### src/rtl/mem_arbiter.sv
// rtl/mem_arbiter.sv - fetch/data port arbiter onto a single registered strobe/ack bus

module mem_arbiter #(
    parameter int STARVE_LIMIT = 4
) (
    input  logic        clk,
    input  logic        rst_n,
    input  logic        if_req,
    input  logic [31:0] if_addr,
    output logic [31:0] if_rdata,
    output logic        if_wait,
    input  logic        dm_req,
    input  logic        dm_we,
    input  logic [31:0] dm_addr,
    input  logic [31:0] dm_wdata,
    input  logic [3:0]  dm_be,
    output logic [31:0] dm_rdata,
    output logic        dm_wait,
    output logic        bus_stb,
    output logic        bus_we,
    output logic [31:0] bus_addr,
    output logic [31:0] bus_wdata,
    output logic [3:0]  bus_sel,
    input  logic        bus_ack,
    input  logic [31:0] bus_rdata
);

    localparam logic [1:0] S_IDLE   = 2'd0;
    localparam logic [1:0] S_IF_ACC = 2'd1;
    localparam logic [1:0] S_DM_ACC = 2'd2;

    localparam logic [3:0] LIMIT = 4'(STARVE_LIMIT);

    logic [1:0]  r_state;
    logic [3:0]  r_starve_cnt;
    logic        r_bus_stb;
    logic        r_bus_we;
    logic [31:0] r_bus_addr;
    logic [31:0] r_bus_wdata;
    logic [3:0]  r_bus_sel;
    logic [31:0] r_if_hold;
    logic [31:0] r_dm_hold;

    logic w_if_ack;
    logic w_dm_ack;
    logic w_grant_dm;
    logic w_grant_if;

    assign w_if_ack = (r_state == S_IF_ACC) && bus_ack;
    assign w_dm_ack = (r_state == S_DM_ACC) && bus_ack;

    // Data wins a contest unless the fetch has already been passed over LIMIT times.
    assign w_grant_dm = (r_state == S_IDLE) && dm_req && !(if_req && (r_starve_cnt == LIMIT));
    assign w_grant_if = (r_state == S_IDLE) && if_req && !w_grant_dm;

    assign if_wait  = if_req && !w_if_ack;
    assign dm_wait  = dm_req && !w_dm_ack;
    assign if_rdata = w_if_ack ? bus_rdata : r_if_hold;
    assign dm_rdata = w_dm_ack ? bus_rdata : r_dm_hold;

    assign bus_stb   = r_bus_stb;
    assign bus_we    = r_bus_we;
    assign bus_addr  = r_bus_addr;
    assign bus_wdata = r_bus_wdata;
    assign bus_sel   = r_bus_sel;

    always_ff @(posedge clk or negedge rst_n) begin
        if (!rst_n) begin
            r_state      <= S_IDLE;
            r_starve_cnt <= 4'd0;
            r_bus_stb    <= 1'b0;
            r_bus_we     <= 1'b0;
            r_bus_addr   <= 32'd0;
            r_bus_wdata  <= 32'd0;
            r_bus_sel    <= 4'd0;
            r_if_hold    <= 32'd0;
            r_dm_hold    <= 32'd0;
        end else begin
            case (r_state)
                S_IDLE: begin
                    if (w_grant_dm) begin
                        r_state     <= S_DM_ACC;
                        r_bus_stb   <= 1'b1;
                        r_bus_we    <= dm_we;
                        r_bus_addr  <= dm_addr;
                        r_bus_wdata <= dm_wdata;
                        r_bus_sel   <= dm_be;
                        if (if_req && (r_starve_cnt < LIMIT)) begin
                            r_starve_cnt <= r_starve_cnt + 4'd1;
                        end
                    end else if (w_grant_if) begin
                        r_state      <= S_IF_ACC;
                        r_bus_stb    <= 1'b1;
                        r_bus_we     <= 1'b0;
                        r_bus_addr   <= if_addr;
                        r_bus_wdata  <= 32'd0;
                        r_bus_sel    <= 4'hF;
                        r_starve_cnt <= 4'd0;
                    end
                end
                // Accesses complete even if the request has dropped, so data is always captured.
                S_IF_ACC: begin
                    if (bus_ack) begin
                        r_state   <= S_IDLE;
                        r_bus_stb <= 1'b0;
                        r_if_hold <= bus_rdata;
                    end
                end
                S_DM_ACC: begin
                    if (bus_ack) begin
                        r_state   <= S_IDLE;
                        r_bus_stb <= 1'b0;
                        r_dm_hold <= bus_rdata;
                    end
                end
                default: begin
                    r_state   <= S_IDLE;
                    r_bus_stb <= 1'b0;
                end
            endcase
        end
    end

endmodule

### config.mk
export PLATFORM = sky130hd
export DESIGN_NAME = mem_arbiter
export DESIGN_NICKNAME = d
export VERILOG_FILES = /design/src/rtl/mem_arbiter.sv
export SDC_FILE = /design/constraint.sdc
export NUM_CORES = 1
export LEC_CHECK = 0
export CAP_MARGIN = 0
export CORE_MARGIN = 10
export CORE_UTILIZATION = 38
export DETAILED_ROUTE_END_ITERATION = 16
export PLACE_DENSITY = 0.77
export RECOVER_POWER = 25
export REMOVE_ABC_BUFFERS = 1
export SLEW_MARGIN = 15
export SYNTH_ARGS = -nofsm -noshare
export SYNTH_HDL_FRONTEND = slang
export SYNTH_SLANG_ARGS = --single-unit
### constraint.sdc
create_clock -name clk -period 1.7 [get_ports clk]
set_input_delay 0.34 -clock clk [delete_from_list [all_inputs] [get_ports clk]]
set_output_delay 0.34 -clock clk [all_outputs]
set_load 0.01 [all_outputs]
==> load_flow_metrics.sql, run 1 <==
INSERT INTO impl_metrics (metric_group, metric, value, unit) VALUES
('floorplanning', 'floorplan.initialDensity', '38.6', '%'),
('cts', 'cts.htree.levels', '4', ''),
('finish', 'drive_gt1_share', '42.3', '%'),
('detailed_routing', 'drcViolationCount', '0', ''),
('detailed_routing', 'drt-vias-per-instance', '4.79', ''),
('critical_path', 'worst_setup_sp_type', 'flip-flop', ''),
('critical_path', 'timing.critical_path.arrival', '1.87', 'ns'),
('global_route', 'grt_pass1_vias', '5492', ''),
('outcome', 'status', 'finished, violations left', ''),
('cts', 'clock-sinks', '140', ''),
('placement', 'numPortBuffers', '273', ''),
('finish', 'final_util', '71.7', '%'),
('synthesis', 'synthesis.instances', '436', ''),
('sta', 'finalHoldViolations', '0', ''),
('outcome', 'violations', 'negative setup slack', ''),
('sta', 'slew_violations', '0', ''),
('critical_path', 'path_class', 'flip-flop to output port', ''),
('sta', 'clock.fmax', '0.452', 'GHz'),
('sta', 'setup_repair_after_global_routing_missed_its_margin', 'yes', ''),
('detailed_routing', 'antenna_violating_nets_post_route', '0', ''),
('floorplanning', 'core-area', '15800', 'sq um'),
('floorplanning', 'die-area', '21500', 'sq um'),
('cts', 'cts-root-buf', 'sky130_fd_sc_hd__clkbuf_16', ''),
('global_route', 'antenna_violations_before_repair', '0', ''),
('critical_path', 'regToRegStartpoint', 'r_state[1]$_DFFE_PN0P_', ''),
('finish', 'final-seq-area', '3500', 'sq um'),
('cts', 'clk_path_buf_depth', '2', ''),
('finish', 'antenna-diode-count', '0', ''),
('global_route', 'grt_pass1_wl', '33000', 'um'),
('global_route', 'gr-usage-all-layers', '19.7', '%'),
('critical_path', 'path_max_fanout', '8', ''),
('finish', 'count_of_fill_cells_added_during_filler_insertion', '1020', ''),
('floorplanning', 'num_io_pins', '274', ''),
('cts', 'clkLatencyLatePin', '0.41', 'ns'),
('critical_path', 'regToRegSetupSlack', '-0.29', 'ns'),
('synthesis', 'synth.ff_latch_count', '140', ''),
('sta', 'worst_case_headroom_to_the_max_slew_limit', '34.7', '%'),
('critical_path', 'critPathBufInv', '4', ''),
('finish', 'top_library_cells_by_usage_in_the_layout_fill_and_taps_aside', 'sky130_fd_sc_hd__clkdlybuf4s50_1 (147), sky130_fd_sc_hd__dfrtp_1 (140), sky130_fd_sc_hd__mux2_4 (115)', ''),
('floorplanning', 'die_y', '147', 'um'),
('flow_run', 'cap_violations', '0', ''),
('finish', 'fin_area', '11300', 'sq um'),
('detailed_routing', 'detailedRoute.firstPassIterationCount', '4', ''),
('power', 'vdd_ir_drop_max', '0.848', 'mV'),
('finish', 'number_of_nets_in_the_finished_design', '934', ''),
('hold_path', 'path_type_of_the_worst_min_delay_path', 'input pin to flip-flop', ''),
('sta', 'postLayoutSetupSlackWorst', '-0.513', 'ns'),
('critical_path', 'worst_r2r_path_depth', '9', ''),
('sta', 'worst_clock_skew', '0.0128', 'ns'),
('cts', 'cts_made_buffers', '17', ''),
('synthesis', 'syn_area_per_cell', '14.0', 'sq um'),
('detailed_routing', 'drt_iter0_drcs', '132', ''),
('hold_path', 'hold_path_depth', '3', ''),
('sta', 'period_share', '130', '%'),
('synthesis', 'post_synth_instance_area', '6110', 'sq um'),
('detailed_routing', 'routed-via-count', '4884', ''),
('global_route', 'grt_overflow_total', '0', ''),
('critical_path', 'worst_ep_required_time', '1.36', 'ns'),
('synthesis', 'ys_types', '30', ''),
('critical_path', 'worstSetupEndpointType', 'output port', ''),
('sta', 'setup_viol', '135', ''),
('critical_path', 'critical-path-max-stage-delay', '0.40', 'ns'),
('power', 'reported_leakage_power', '6.05', 'nW'),
('detailed_routing', 'wl', '22800', 'um'),
('finish', 'areaGrowthSynthToFinish', '85.7', '%'),
('synthesis', 'ys_seq_area_share', '57.4', '%'),
('sta', 'setup_total_negative_slack', '-43.19', 'ns'),
('critical_path', 'worstPathCellList', 'inv_2, ha_4, nand2_8, buf_12, buf_16, mux2_4, buf_6', ''),
('global_route', 'grt_max_degree', '53', ''),
('finish', 'multi_input_comb_area', '2810', 'sq um'),
('cts', 'clock_slew_seen_by_the_registers_of_the_worst_setup_and_hold_paths', '0.06', 'ns');
-- worst register-to-register path: cells and delay by family (launching register included) --
family | cells | cell delay [ns]
buf+inv | 5 | 0.58
mux | 2 | 0.57
fa+ha+maj | 1 | 0.18
simple gates | 1 | 0.13
flops | 1 | 0.41
-- cell type report --
cell class	instances	share of cell area, %
Clock buffer	26	4.58
Clock inverter	5	0.706
Inverter	39	1.29
Multi-Input combinational cell	235	24.8
Sequential cell	140	30.9
Tap cell	216	2.38
Timing Repair Buffer	358	35.4
-- metrics by stage --
step	std cells	power, W
after detailed placement	929	0.0155
after global routing	1019	0.0234
after floorplan	414	0.0102
after CTS	985	0.0205
final	1019	0.0223
after global placement	929	0.0151
-- worst max path at each step --
stage	startpoint	endpoint	cells after the start
after floorplan	r_starve_cnt[0]$_DFFE_PN0P_	bus_addr[0]$_DFFE_PN0P_	5
after global placement	bus_ack	dm_rdata[11]	5
after detailed placement	bus_ack	dm_rdata[4]	5
after CTS	r_state[0]$_DFFE_PN0P_	dm_rdata[23]	8
after global routing	r_state[0]$_DFFE_PN0P_	dm_rdata[23]	7
final	r_state[0]$_DFFE_PN0P_	dm_rdata[22]	7
-- cells by family (layout without fill, tap and decap cells) --
| logic type | after synthesis | count (layout) | share of synthesized area, % |
|---|---|---|---|
| multiplexers | 166 | 166 | 31.4 |
| AO/OA/AOI/OAI | 13 | 13 | 1.33 |
| flip-flops | 140 | 140 | 57.4 |
| adder cells (fa/ha/maj) | 5 | 5 | 1.02 |
| AND/OR/NAND/NOR | 51 | 51 | 3.83 |
| buffers and inverters | 61 | 428 | 5.00 |
-- registers in the layout (all words and copies together) (netlist names) --
signal / count
r_dm_hold: 32
bus_wdata: 32
bus_sel: 4
bus_stb: 1
r_starve_cnt: 4
r_state: 2
bus_addr: 32
r_if_hold: 32
bus_we: 1
-- cell usage after synthesis --
cell | n | area, sq um
sky130_fd_sc_hd__ha_1 | 5 | 62.6
sky130_fd_sc_hd__nor3b_1 | 1 | 7.51
sky130_fd_sc_hd__nor2_1 | 1 | 3.75
sky130_fd_sc_hd__nand2b_1 | 5 | 31.3
sky130_fd_sc_hd__nand2_1 | 35 | 131
sky130_fd_sc_hd__o21a_1 | 1 | 7.51
sky130_fd_sc_hd__inv_1 | 39 | 146
sky130_fd_sc_hd__mux2_2 | 107 | 1200
sky130_fd_sc_hd__and3_1 | 1 | 6.26
sky130_fd_sc_hd__and2_1 | 1 | 6.26
sky130_fd_sc_hd__nand4_1 | 1 | 6.26
sky130_fd_sc_hd__o22ai_1 | 2 | 12.5
sky130_fd_sc_hd__o22a_1 | 1 | 8.76
sky130_fd_sc_hd__nor2b_1 | 1 | 6.26
sky130_fd_sc_hd__a311oi_1 | 1 | 8.76
sky130_fd_sc_hd__buf_2 | 7 | 35.0
sky130_fd_sc_hd__mux2_4 | 25 | 375
sky130_fd_sc_hd__dfrtp_1 | 140 | 3500
sky130_fd_sc_hd__a21oi_1 | 4 | 20.0
sky130_fd_sc_hd__o21ai_0 | 3 | 15.0
sky130_fd_sc_hd__nor4b_1 | 1 | 8.76
sky130_fd_sc_hd__a41oi_1 | 1 | 8.76
sky130_fd_sc_hd__nand3_1 | 1 | 5.00
sky130_fd_sc_hd__nand4b_1 | 1 | 8.76
sky130_fd_sc_hd__buf_4 | 6 | 45.0
sky130_fd_sc_hd__or2_2 | 1 | 6.26
sky130_fd_sc_hd__clkbuf_1 | 3 | 11.3
sky130_fd_sc_hd__nand2_2 | 1 | 6.26
sky130_fd_sc_hd__mux2i_1 | 34 | 340
sky130_fd_sc_hd__buf_6 | 6 | 67.6
-- report_power, final --
part | switching, W | internal (W) | leakage (nW)
sequential | 0.000803 | 0.00501 | 1.69
clock | 0.00137 | 0.00239 | 0.289
combinational | 0.00494 | 0.00779 | 4.08
-- routing by layer --
layer  up-vias  wire length (um)  global-route usage, %
met1      2442              8240                   20.1
met5         -                 0                      0
li1       2197                 -                      -
met3        26              2100                   9.37
met4         0               464                   5.46
met2       219             12000                   35.2
-- timing repair --
item / 4_1_cts / 5_1_grt
pin swaps: 4 / 5
setup buffers: 13 / 36
endpoints found under the setup margin: 143 / 175
hold endpoints to repair: 31 / 0
cloned: 11 / 5
resized for setup: 395 / 172
hold buffers: 1 / 0
(Power assumes the default switching activity.)
==> run 2: changes to the inputs <==
- CORE_UTILIZATION: 38 -> 42
- PLACE_DENSITY: 0.77 -> 0.81
- clock period: 1.7 -> 2.1 ns (I/O delays scaled with it)
==> run 2 against run 1 <==
  * Non-clock buffer count shrank 17
  * Flip-flop and latch count did not move
  * The run still ends with negative setup slack left
  * Design area is 6.7% lower
  * Wire length fell by 4.7%
  * Cell count fell by 4.6%
  * Critical path depth grew 1
  * Total power shrank 24%
==> load_flow_metrics.sql, run 2 (same netlist as run 1, synthesis figures left out) <==
INSERT INTO impl_metrics (metric_group, metric, value, unit) VALUES
('outcome', 'status', 'finished, violations left', ''),
('outcome', 'violations', 'negative setup slack', ''),
('finish', 'drive_gt1_share', '39.0', '%'),
('cts', 'clock-sinks', '140', ''),
('global_route', 'antenna_violations_before_repair', '1', ''),
('power', 'power_density', '1590', 'nW/um^2'),
('hold_path', 'hold_path_depth', '1', ''),
('floorplanning', 'floorplan.initialDensity', '42.5', '%'),
('power', 'power.sequential.fraction', '27.9', '%'),
('floorplanning', 'core-area', '14400', 'sq um'),
('floorplanning', 'rows', '44', ''),
('placement', 'numPortBuffers', '273', ''),
('cts', 'clock_slew_seen_by_the_registers_of_the_worst_setup_and_hold_paths', '0.06', 'ns'),
('global_route', 'gr-usage-all-layers', '21.0', '%'),
('cts', 'clk_path_buf_depth', '2', ''),
('critical_path', 'cp-startpoint', 'r_state[1]$_DFFE_PN0P_', ''),
('global_route', 'grt_max_degree', '52', ''),
('power', 'power.switching_fraction', '32.7', '%'),
('global_route', 'grt_overflow_total', '0', ''),
('sta', 'period_share', '116', '%'),
('detailed_routing', 'drt_iter0_drcs', '302', ''),
('global_route', 'grt_pass1_vias', '5351', ''),
('finish', 'top_library_cells_by_usage_in_the_layout_fill_and_taps_aside', 'sky130_fd_sc_hd__clkdlybuf4s50_1 (205), sky130_fd_sc_hd__dfrtp_1 (140), sky130_fd_sc_hd__mux2_4 (72)', ''),
('detailed_routing', 'antenna_violating_nets_post_route', '0', ''),
('critical_path', 'regToRegStartpoint', 'r_state[1]$_DFFE_PN0P_', ''),
('power', 'p_sw', '0.00552', 'W'),
('critical_path', 'worst_r2r_path_depth', '8', ''),
('finish', 'number_of_nets_in_the_finished_design', '917', ''),
('power', 'clkPwrFrac', '18.8', '%'),
('placement', 'dp_hpwl', '14700', 'um'),
('critical_path', 'worstSetupEndpointType', 'output port', ''),
('cts', 'cts.htree.levels', '4', ''),
('placement', 'dp_cells', '900', ''),
('finish', 'layout.cells.non_filler', '972', ''),
('power', 'vdd_ir_drop_max', '1.34', 'mV'),
('detailed_routing', 'avgRoutedWirePerCell', '22.4', 'um'),
('critical_path', 'path_class', 'flip-flop to output port', ''),
('detailed_routing', 'drt-vias-per-instance', '4.94', ''),
('sta', 'worst_clock_skew', '0.0122', 'ns'),
('critical_path', 'worst_ep_required_time', '1.68', 'ns'),
('sta', 'finalHoldViolations', '0', ''),
('power', 'totalPowerFinal', '0.0169', 'W'),
('critical_path', 'path_max_fanout', '8', ''),
('detailed_routing', 'wl', '21800', 'um'),
('sta', 'worst_case_headroom_to_the_max_slew_limit', '4.24', '%'),
('power', 'reported_leakage_power', '5.18', 'nW'),
('floorplanning', 'die_y', '141', 'um'),
('power', 'power.internal', '0.0113', 'W'),
('placement', 'place.gp.congestion', '0.819', ''),
('hold_path', 'min-delay-start', 'r_dm_hold[22]$_DFFE_PN0P_', ''),
('hold_path', 'path_type_of_the_worst_min_delay_path', 'flip-flop to flip-flop', ''),
('sta', 'setup_repair_after_global_routing_missed_its_margin', 'yes', ''),
('sta', 'least_margin_pin_slew', '1.44', 'ns'),
('floorplanning', 'die-area', '19800', 'sq um'),
('finish', 'most_common_cell_after_layout_fill_and_taps_aside', 'sky130_fd_sc_hd__clkdlybuf4s50_1', ''),
('critical_path', 'timing.critical_path.arrival', '2.03', 'ns'),
('sta', 'fin_crit', '2.45', 'ns'),
('sta', 'setup_viol', '64', ''),
('detailed_routing', 'detailedRoute.firstPassIterationCount', '4', ''),
('cts', 'cts-root-buf', 'sky130_fd_sc_hd__clkbuf_16', ''),
('finish', 'areaGrowthSynthToFinish', '73.2', '%'),
('power', 'combinationalPowerShare', '53.3', '%'),
('floorplanning', 'width_of_the_die', '141', 'um'),
('detailed_routing', 'routed-via-count', '4803', ''),
('critical_path', 'worst_setup_sp_type', 'flip-flop', ''),
('cts', 'cts_made_buffers', '17', ''),
('sta', 'postLayoutSetupSlackWorst', '-0.346', 'ns'),
('cts', 'clkLatencyLatePin', '0.42', 'ns'),
('detailed_routing', 'drcViolationCount', '0', ''),
('floorplanning', 'num_io_pins', '274', ''),
('sta', 'clock.fmax', '0.409', 'GHz'),
('flow_run', 'cap_violations', '0', ''),
('sta', 'slew_violations', '0', ''),
('cts', 'cts_tree', 'built', ''),
('global_route', 'grt_pass1_wl', '32400', 'um'),
('placement', 'pre_cts_ws', '-0.473', 'ns');
[run 2: worst max-delay path: stages, from the launching register on]
cell	delay (ns)
sky130_fd_sc_hd__dfrtp_1	0.41
sky130_fd_sc_hd__inv_2	0.10
sky130_fd_sc_hd__ha_4	0.17
sky130_fd_sc_hd__nand2_8	0.08
sky130_fd_sc_hd__buf_12	0.15
sky130_fd_sc_hd__buf_16	0.14
sky130_fd_sc_hd__buf_6	0.12
sky130_fd_sc_hd__mux2_4	0.30
sky130_fd_sc_hd__buf_6	0.12
[run 2: cell type report]
| cell class | count | area (sq um) |
|---|---|---|
| diodes | 1 | 2.50 |
| clock buffers | 18 | 439 |
| clock inverters | 14 | 184 |
| fillers | 862 | 3790 |
| inverters | 39 | 146 |
| multi-input cells | 235 | 2530 |
| flip-flops and latches | 140 | 3500 |
| well taps | 184 | 230 |
| repair buffers | 341 | 3540 |
[run 2: metal layers]
layer / share of wire (%) / global-route usage, % / vias to the layer above
met3: 5.8 / 6.18 / 27
li1: - / - / 2152
met1: 37 / 23.1 / 2446
met5: 0 / 0 / -
met2: 55 / 37.7 / 178
met4: 2.5 / 7.07 / 0
[run 2: timing repair]
item / in CTS / in global routing
resized for setup: 351 / 44
endpoints found under the setup margin: 66 / 66
hold endpoints to repair: 49 / 0
pin swaps: 2 / 0
buffers inserted: 20 / 12
cloned: 6 / 0
hold buffers: 1 / 0
[run 2: final timing paths]
kind                                             endpoint  slack (ns)
worst max-delay path                          if_rdata[0]       -0.35
worst min-delay path            r_dm_hold[22]$_DFFE_PN0P_        0.50
worst max register to register   bus_addr[12]$_DFFE_PN0P_        0.09
worst min register to register  r_dm_hold[22]$_DFFE_PN0P_        0.50
max in group asynchronous        bus_addr[15]$_DFFE_PN0P_        0.27
min in group asynchronous       r_dm_hold[10]$_DFFE_PN0P_        0.90
[run 2: metrics by stage]
step	hold slack, ns	cell area (sq um)	utilization [%]	TNS (ns)
after floorplan	0.124	5950	-	-118.77
after global placement	0.407	9250	64.4	-27.06
after detailed placement	0.420	9250	64.4	-28.15
after CTS	0.502	10300	71.8	-13.79
after global routing	0.513	10600	73.6	-19.31
final	0.503	10600	73.6	-16.09
[run 2: power groups by stage]
stage,combinational [W],sequential (W),clock [W]
2_1_floorplan,0.00345,0.00485,0
4_1_cts,0.00850,0.00465,0.00321
5_1_grt,0.00946,0.00485,0.00335
6_report,0.00898,0.00470,0.00317
3_3_place_gp,0.00771,0.00456,0
3_5_place_dp,0.00790,0.00466,0
